===== config.mk =====
export PLATFORM = sky130hd
export DESIGN_NAME = boid_swarm_engine
export DESIGN_NICKNAME = d
export VERILOG_FILES = /design/src/rtl/boid_swarm_engine.sv
export SDC_FILE = /design/constraint.sdc
export NUM_CORES = 2
export LEC_CHECK = 0
export BUFFER_PORTS_ARGS = -buffer_cell sky130_fd_sc_hd__buf_2
export CAP_MARGIN = 40
export CELL_PAD_IN_SITES_DETAIL_PLACEMENT = 1
export CELL_PAD_IN_SITES_GLOBAL_PLACEMENT = 1
export CORE_MARGIN = 2
export CORE_UTILIZATION = 50
export DETAILED_ROUTE_END_ITERATION = 7
export HOLD_SLACK_MARGIN = 0.03
export PLACE_DENSITY = 0.9
export SYNTH_ARGS = -nofsm -noshare
export SYNTH_HDL_FRONTEND = slang
export SYNTH_SLANG_ARGS = --single-unit
export TNS_END_PERCENT = 5

===== constraint.sdc =====
create_clock -name clk -period 42.5 [get_ports clk]
set_input_delay 4.25 -clock clk [delete_from_list [all_inputs] [get_ports clk]]
set_output_delay 4.25 -clock clk [all_outputs]
set_load 0.02 [all_outputs]

===== src/rtl/boid_swarm_engine.sv =====
// Boid swarm update engine: a four-cycle-per-boid sweep that applies edge turning, speed banding and integration.
// Optional build macro BOID_SPEED_CLAMP_EN enables the speed clamp; otherwise velocity passes through CLAMP unchanged.
module boid_swarm_engine #(
    parameter int                   N_BOIDS   = 4,
    parameter int                   W         = 32,
    parameter int                   FRAC      = 16,
    parameter logic signed [W-1:0]  X_MAX     = W'(640) << FRAC,
    parameter logic signed [W-1:0]  Y_MAX     = W'(480) << FRAC,
    parameter logic signed [W-1:0]  MARGIN    = W'(100) << FRAC,
    parameter logic signed [W-1:0]  TURN      = W'(1) << (FRAC - 1),
    parameter logic signed [W-1:0]  MIN_SPEED = W'(4) << FRAC,
    parameter logic signed [W-1:0]  MAX_SPEED = W'(8) << FRAC
) (
    input  logic                clk,
    input  logic                reset,
    input  logic                start,
    output logic                busy,
    output logic                done,
    input  logic                init_en,
    input  logic [5:0]          init_idx,
    input  logic signed [W-1:0] init_x,
    input  logic signed [W-1:0] init_y,
    input  logic signed [W-1:0] init_vx,
    input  logic signed [W-1:0] init_vy,
    input  logic [5:0]          rd_idx,
    output logic signed [W-1:0] rd_x,
    output logic signed [W-1:0] rd_y,
    output logic signed [W-1:0] rd_px,
    output logic signed [W-1:0] rd_py,
    output logic signed [W-1:0] rd_vx,
    output logic signed [W-1:0] rd_vy
);

    localparam int                  IW       = (N_BOIDS > 1) ? $clog2(N_BOIDS) : 1;
    localparam logic [IW-1:0]       LAST_IDX = IW'(N_BOIDS - 1);
    localparam logic [6:0]          N_LIM    = 7'(N_BOIDS);
    localparam logic signed [W-1:0] X_HI     = X_MAX - MARGIN;
    localparam logic signed [W-1:0] Y_HI     = Y_MAX - MARGIN;
    localparam logic signed [W-1:0] HOME_Y   = W'(240) << FRAC;
    localparam logic signed [W-1:0] HOME_V   = W'(4) << FRAC;
`ifdef BOID_SPEED_CLAMP_EN
    localparam bit                  CLAMP_EN = 1'b1;
`else
    localparam bit                  CLAMP_EN = 1'b0;
`endif

    typedef enum logic [2:0] {
        ST_IDLE  = 3'd0,
        ST_TURN  = 3'd1,
        ST_SPEED = 3'd2,
        ST_CLAMP = 3'd3,
        ST_WRITE = 3'd4,
        ST_DONE  = 3'd5
    } state_t;

    function automatic logic signed [W-1:0] home_x(input int j);
        return W'(180 + 16 * j) << FRAC;
    endfunction

    function automatic logic signed [W-1:0] abs_w(input logic signed [W-1:0] v);
        if (v[W-1]) begin
            return -v;
        end else begin
            return v;
        end
    endfunction

    logic signed [W-1:0] x_q  [N_BOIDS];
    logic signed [W-1:0] y_q  [N_BOIDS];
    logic signed [W-1:0] px_q [N_BOIDS];
    logic signed [W-1:0] py_q [N_BOIDS];
    logic signed [W-1:0] vx_q [N_BOIDS];
    logic signed [W-1:0] vy_q [N_BOIDS];

    state_t              state_q, state_d;
    logic [IW-1:0]       idx_q, idx_d;
    logic                load_s;
    logic                busy_q, done_q;
    logic signed [W-1:0] wx_q, wy_q, wvx_q, wvy_q, speed_q;
    logic signed [W-1:0] turn_vx_s, turn_vy_s, clamp_vx_s, clamp_vy_s;
    logic signed [W-1:0] ax_s, ay_s, speed_s;
    logic                wr_en_s;
    logic [IW-1:0]       wr_idx_s;
    logic signed [W-1:0] wr_x_s, wr_y_s, wr_px_s, wr_py_s, wr_vx_s, wr_vy_s;

    // Sweep sequencing: next state, boid index and working-register load strobe.
    always_comb begin
        state_d = state_q;
        idx_d   = idx_q;
        load_s  = 1'b0;
        case (state_q)
            ST_IDLE: begin
                if (start) begin
                    state_d = ST_TURN;
                    idx_d   = '0;
                    load_s  = 1'b1;
                end else begin
                    state_d = ST_IDLE;
                end
            end
            ST_TURN:  state_d = ST_SPEED;
            ST_SPEED: state_d = ST_CLAMP;
            ST_CLAMP: state_d = ST_WRITE;
            ST_WRITE: begin
                if (idx_q != LAST_IDX) begin
                    state_d = ST_TURN;
                    idx_d   = idx_q + IW'(1);
                    load_s  = 1'b1;
                end else begin
                    state_d = ST_DONE;
                end
            end
            ST_DONE:  state_d = ST_IDLE;
            default:  state_d = ST_IDLE;
        endcase
    end

    // State register with status flags registered from the next state.
    always_ff @(posedge clk or posedge reset) begin
        if (reset) begin
            state_q <= ST_IDLE;
            idx_q   <= '0;
            busy_q  <= 1'b0;
            done_q  <= 1'b0;
        end else begin
            state_q <= state_d;
            idx_q   <= idx_d;
            busy_q  <= (state_d != ST_IDLE);
            done_q  <= (state_d == ST_DONE);
        end
    end

    // Edge turning, speed estimate and speed banding on the working copy.
    always_comb begin
        turn_vx_s = wvx_q;
        turn_vy_s = wvy_q;
        if (wx_q < MARGIN) begin
            turn_vx_s = wvx_q + TURN;
        end else if (wx_q > X_HI) begin
            turn_vx_s = wvx_q - TURN;
        end else begin
            turn_vx_s = wvx_q;
        end
        if (wy_q < MARGIN) begin
            turn_vy_s = wvy_q + TURN;
        end else if (wy_q > Y_HI) begin
            turn_vy_s = wvy_q - TURN;
        end else begin
            turn_vy_s = wvy_q;
        end
        ax_s = abs_w(wvx_q);
        ay_s = abs_w(wvy_q);
        if (ax_s > ay_s) begin
            speed_s = ax_s + (ay_s >>> 1);
        end else begin
            speed_s = ay_s + (ax_s >>> 1);
        end
        if (CLAMP_EN && (speed_q > MAX_SPEED)) begin
            clamp_vx_s = wvx_q - (wvx_q >>> 2);
            clamp_vy_s = wvy_q - (wvy_q >>> 2);
        end else if (CLAMP_EN && (speed_q < MIN_SPEED)) begin
            clamp_vx_s = wvx_q + (wvx_q >>> 2);
            clamp_vy_s = wvy_q + (wvy_q >>> 2);
        end else begin
            clamp_vx_s = wvx_q;
            clamp_vy_s = wvy_q;
        end
    end

    // Working registers: load a boid, then refine its velocity stage by stage.
    always_ff @(posedge clk or posedge reset) begin
        if (reset) begin
            wx_q    <= '0;
            wy_q    <= '0;
            wvx_q   <= '0;
            wvy_q   <= '0;
            speed_q <= '0;
        end else begin
            if (load_s) begin
                wx_q  <= x_q[idx_d];
                wy_q  <= y_q[idx_d];
                wvx_q <= vx_q[idx_d];
                wvy_q <= vy_q[idx_d];
            end
            case (state_q)
                ST_TURN: begin
                    wvx_q <= turn_vx_s;
                    wvy_q <= turn_vy_s;
                end
                ST_SPEED: speed_q <= speed_s;
                ST_CLAMP: begin
                    wvx_q <= clamp_vx_s;
                    wvy_q <= clamp_vy_s;
                end
                default: ;
            endcase
        end
    end

    // Store-port mux: sweep write-back, or a host init while idle with start low.
    always_comb begin
        wr_en_s  = 1'b0;
        wr_idx_s = idx_q;
        wr_x_s   = wx_q + wvx_q;
        wr_y_s   = wy_q + wvy_q;
        wr_px_s  = wx_q;
        wr_py_s  = wy_q;
        wr_vx_s  = wvx_q;
        wr_vy_s  = wvy_q;
        if (state_q == ST_WRITE) begin
            wr_en_s = 1'b1;
        end else if ((state_q == ST_IDLE) && init_en && !start && ({1'b0, init_idx} < N_LIM)) begin
            wr_en_s  = 1'b1;
            wr_idx_s = init_idx[IW-1:0];
            wr_x_s   = init_x;
            wr_y_s   = init_y;
            wr_px_s  = init_x;
            wr_py_s  = init_y;
            wr_vx_s  = init_vx;
            wr_vy_s  = init_vy;
        end else begin
            wr_en_s = 1'b0;
        end
    end

    // Boid state storage; reset places the flock in a row at mid-height.
    always_ff @(posedge clk or posedge reset) begin
        if (reset) begin
            for (int j = 0; j < N_BOIDS; j++) begin
                x_q[j]  <= home_x(j);
                px_q[j] <= home_x(j);
                y_q[j]  <= HOME_Y;
                py_q[j] <= HOME_Y;
                vx_q[j] <= HOME_V;
                vy_q[j] <= HOME_V;
            end
        end else if (wr_en_s) begin
            x_q[wr_idx_s]  <= wr_x_s;
            y_q[wr_idx_s]  <= wr_y_s;
            px_q[wr_idx_s] <= wr_px_s;
            py_q[wr_idx_s] <= wr_py_s;
            vx_q[wr_idx_s] <= wr_vx_s;
            vy_q[wr_idx_s] <= wr_vy_s;
        end
    end

    // Combinational read port; out-of-range selects read as zero.
    always_comb begin
        if ({1'b0, rd_idx} < N_LIM) begin
            rd_x  = x_q[rd_idx[IW-1:0]];
            rd_y  = y_q[rd_idx[IW-1:0]];
            rd_px = px_q[rd_idx[IW-1:0]];
            rd_py = py_q[rd_idx[IW-1:0]];
            rd_vx = vx_q[rd_idx[IW-1:0]];
            rd_vy = vy_q[rd_idx[IW-1:0]];
        end else begin
            rd_x  = '0;
            rd_y  = '0;
            rd_px = '0;
            rd_py = '0;
            rd_vx = '0;
            rd_vy = '0;
        end
    end

    assign busy = busy_q;
    assign done = done_q;

endmodule


==> impl_metrics.tcl <==
set metrics [dict create \
    status "finished clean" \
    clkPwrFrac_pct 21.8 \
    yosysWarnings 0 \
    cp_common_cell "buf_4" \
    holdWs_ns 0.499 \
    ctsResizeCount 0 \
    ant_nets 0 \
    max-clock-path-buffers 3 \
    grt_pass1_wl_mm 279 \
    via_count 43000 \
    ir_drop_mv 0.0495 \
    slew_headroom_pct 3.21 \
    hold_path_class "register to register" \
    dieArea_um2 100000 \
    clock_latency_ns 0.68 \
    fp.coreArea_um2 96700 \
    initialDrtViolationCount 4292 \
    period_share_pct 27.8 \
    synthCells 5014 \
    hpwl_mm 120 \
    cp_max_fo 68 \
    p_seq_share_pct 36.1 \
    setup_slack_ns 30.67 \
    cp.arrival_ns 7.58 \
    cts.clk_slew.worst_paths_ns 0.06 \
    ys.flop_type "dfrtp_1" \
    area_growth_pct 13.5 \
    worst_pin_slew_ns 1.45 \
    crit_path_top_delay_cell "buf_4" \
    wl_per_cell_um 28.2 \
    die_h_um 317 \
    fin_worst_skew_ns 0.0221 \
    hold_viol_final 0 \
    cap_violations 0 \
    async_flop_share_pct 100 \
    post_cts_buffers 0 \
    startpoint_type "input port" \
    end_kind "output port" \
    critPathMaxStageDelay_ns 0.82 \
    path_class "input port to output port" \
    htree_levels 3 \
    port_buffers 337 \
    rows 114 \
    hold_start "x_q[87]" \
    drive_gt1_share_pct 20.2 \
    report.final.slew_viol_count 0 \
    path_cells "buf_8 > buf_4 > buf_4 > mux4_2 > nor2b_1 > buf_2" \
    leakagePower_uw 0.0234 \
    setup-tns-final_ns 0 \
    r2r-start "state_q[2]" \
    grt_max_degree 206 \
    path_delay_family "buffers and inverters" \
    critPathRequiredTime_ns 38.25 \
    mostFrequentLayoutCells "nor2_1 (999), dfrtp_1 (833), a21oi_1 (802)" \
    antenna_found_initial 32 \
    pre_cts_ws_ns 30.58 \
    grt.total_usage_pct 36.4 \
    synth_fp_nets 5224 \
    rsz0062_at_grt "no" \
    hold_buffers 0 \
    globalplace.congestion 0.930 \
    die_w_um 317 \
    fin_crit_ns 11.83 \
    combPwrFrac_pct 42.2 \
    ys_types 82 \
    dr.pass1.iters 8 \
    overflow 0 \
    initial_core_util_pct 50.5 \
    yosysSeqAreaShare_pct 46.4 \
    drt-vias-per-instance 6.59 \
    final_common_cell "nor2_1" \
    p_switching_uw 1890 \
    cts.root.buffer_cell "clkbuf_16" \
    ios 338 \
    grt_pass1_vias 45200 \
    numClockSinks 903 \
    drc_errors 0 \
    intPower_uw 2450 \
    cts_tree "built" \
    fmax_ghz 0.0845 \
    power_uw 4330 \
    synth_area_um2 48900 \
    synth-seq-cells 903 \
    pwr_density_cell_nw_per_um2 78.1 \
    syn-mean-instance-area_um2 9.75 \
    critPathBufInv 4 \
    setup_violations 0 \
    finalWirelength_mm 184 \
    critPathLaunch "rd_idx[0]" \
    synth_enable_flop_cells 0 \
    sw_frac_of_total_pct 43.5 \
    nets 5363 \
    final_core_util_pct 57.4 \
    cts_buffers 99 \
]
==> cells by family (layout without fill, tap and decap cells) <==
kind of cell | after synthesis | in the layout | synth area share, %
AND/OR/NAND/NOR | 1676 | 1676 | 14.8
flip-flops | 903 | 903 | 46.4
other | 0 | 12 | 0
adder cells (fa/ha/maj) | 66 | 66 | 1.72
AO/OA/AOI/OAI | 1331 | 1331 | 15.7
multiplexers | 574 | 574 | 17.1
buffers and inverters | 418 | 643 | 3.34
XOR/XNOR | 46 | 46 | 0.824
==> flip-flops by register name (all words and copies together) (netlist names) <==
register    flops
busy            1
px_q          128
wy_q           32
idx_q           2
clamp_vx_s     32
state_q         3
clamp_vy_s     32
done            1
vx_q          128
wx_q           32
x_q           128
py_q          128
y_q           128
vy_q          128
==> metrics by stage <==
step | std cells | instance area (um^2)
5_1_grt | 6524 | 55500
6_report | 6527 | 55500
3_3_place_gp | 6297 | 51300
4_1_cts | 6514 | 55500
3_5_place_dp | 6327 | 51900
2_1_floorplan | 5014 | 48900
==> synthesized netlist by cell type (all sizes together) (14+ instances only) <==
master | count | area share, %
nor2 | 1002 | 7.7
dfrtp | 833 | 43
a21oi | 804 | 8.2
clkbuf | 288 | 2.2
nand2 | 268 | 2.1
mux2i | 220 | 4.5
nor2b | 218 | 2.8
o21ai | 199 | 2.1
mux4 | 192 | 8.8
mux2 | 162 | 3.8
buf | 91 | 0.82
dfstp | 70 | 3.8
ha | 64 | 1.6
a211oi | 46 | 0.73
nand3 | 41 | 0.42
nor3 | 40 | 0.41
inv | 39 | 0.30
a21boi | 37 | 0.57
o22a | 37 | 0.66
xnor2 | 34 | 0.61
a21o | 31 | 0.48
a31oi | 31 | 0.41
nor4 | 20 | 0.26
and2 | 18 | 0.23
and3 | 15 | 0.19
o21a | 14 | 0.22
o22ai | 14 | 0.18
==> per-layer routing <==
layer	GRT usage [%]	vias to the layer above	share of wire [%]
li1	-	18100	-
met1	47.2	22300	39
met2	58.0	2082	47
met5	0	-	0.12
met3	7.89	567	8.3
met4	18.2	34	5.1
==> area by class of cell <==
type                    instances  area, um^2
clock buffers                 147        2960
fillers                     10600       41200
flip-flops and latches        903       22700
inverters                      39         154
clock inverters                40         591
multi-input cells            3693       24700
well taps                    1276        1600
diodes                         12        30.0
repair buffers                417        2780
==> power by group through the flow <==
stage	Clock [uW]	Sequential, uW	Combinational [uW]
6_report	944	1560	1830
5_1_grt	983	1580	1980
4_1_cts	949	1540	1800
3_5_place_dp	0	1540	1740
3_3_place_gp	0	1520	1620
2_1_floorplan	0	1350	1280
==> tightest hold or removal path, cell delays in order (launching register included) <==
cell	delay, ns
dfstp_2	0.38
nand2_1	0.05
o21ai_0	0.07
==> worst paths after layout <==
| check | endpoint | slack (ns) | cells past startpoint |
|---|---|---|---|
| worst max-delay path | rd_py[7] | 30.67 | 6 |
| min in group asynchronous | px_q[112] | 3.58 | 2 |
| worst max register to register | x_q[41] | 37.56 | 8 |
| max in group asynchronous | vy_q[83] | 35.74 | 7 |
| worst min register to register | x_q[87] | 0.50 | 2 |
| worst min-delay path | x_q[87] | 0.50 | 2 |
No activity file was read; power rests on OpenSTA's default activity.
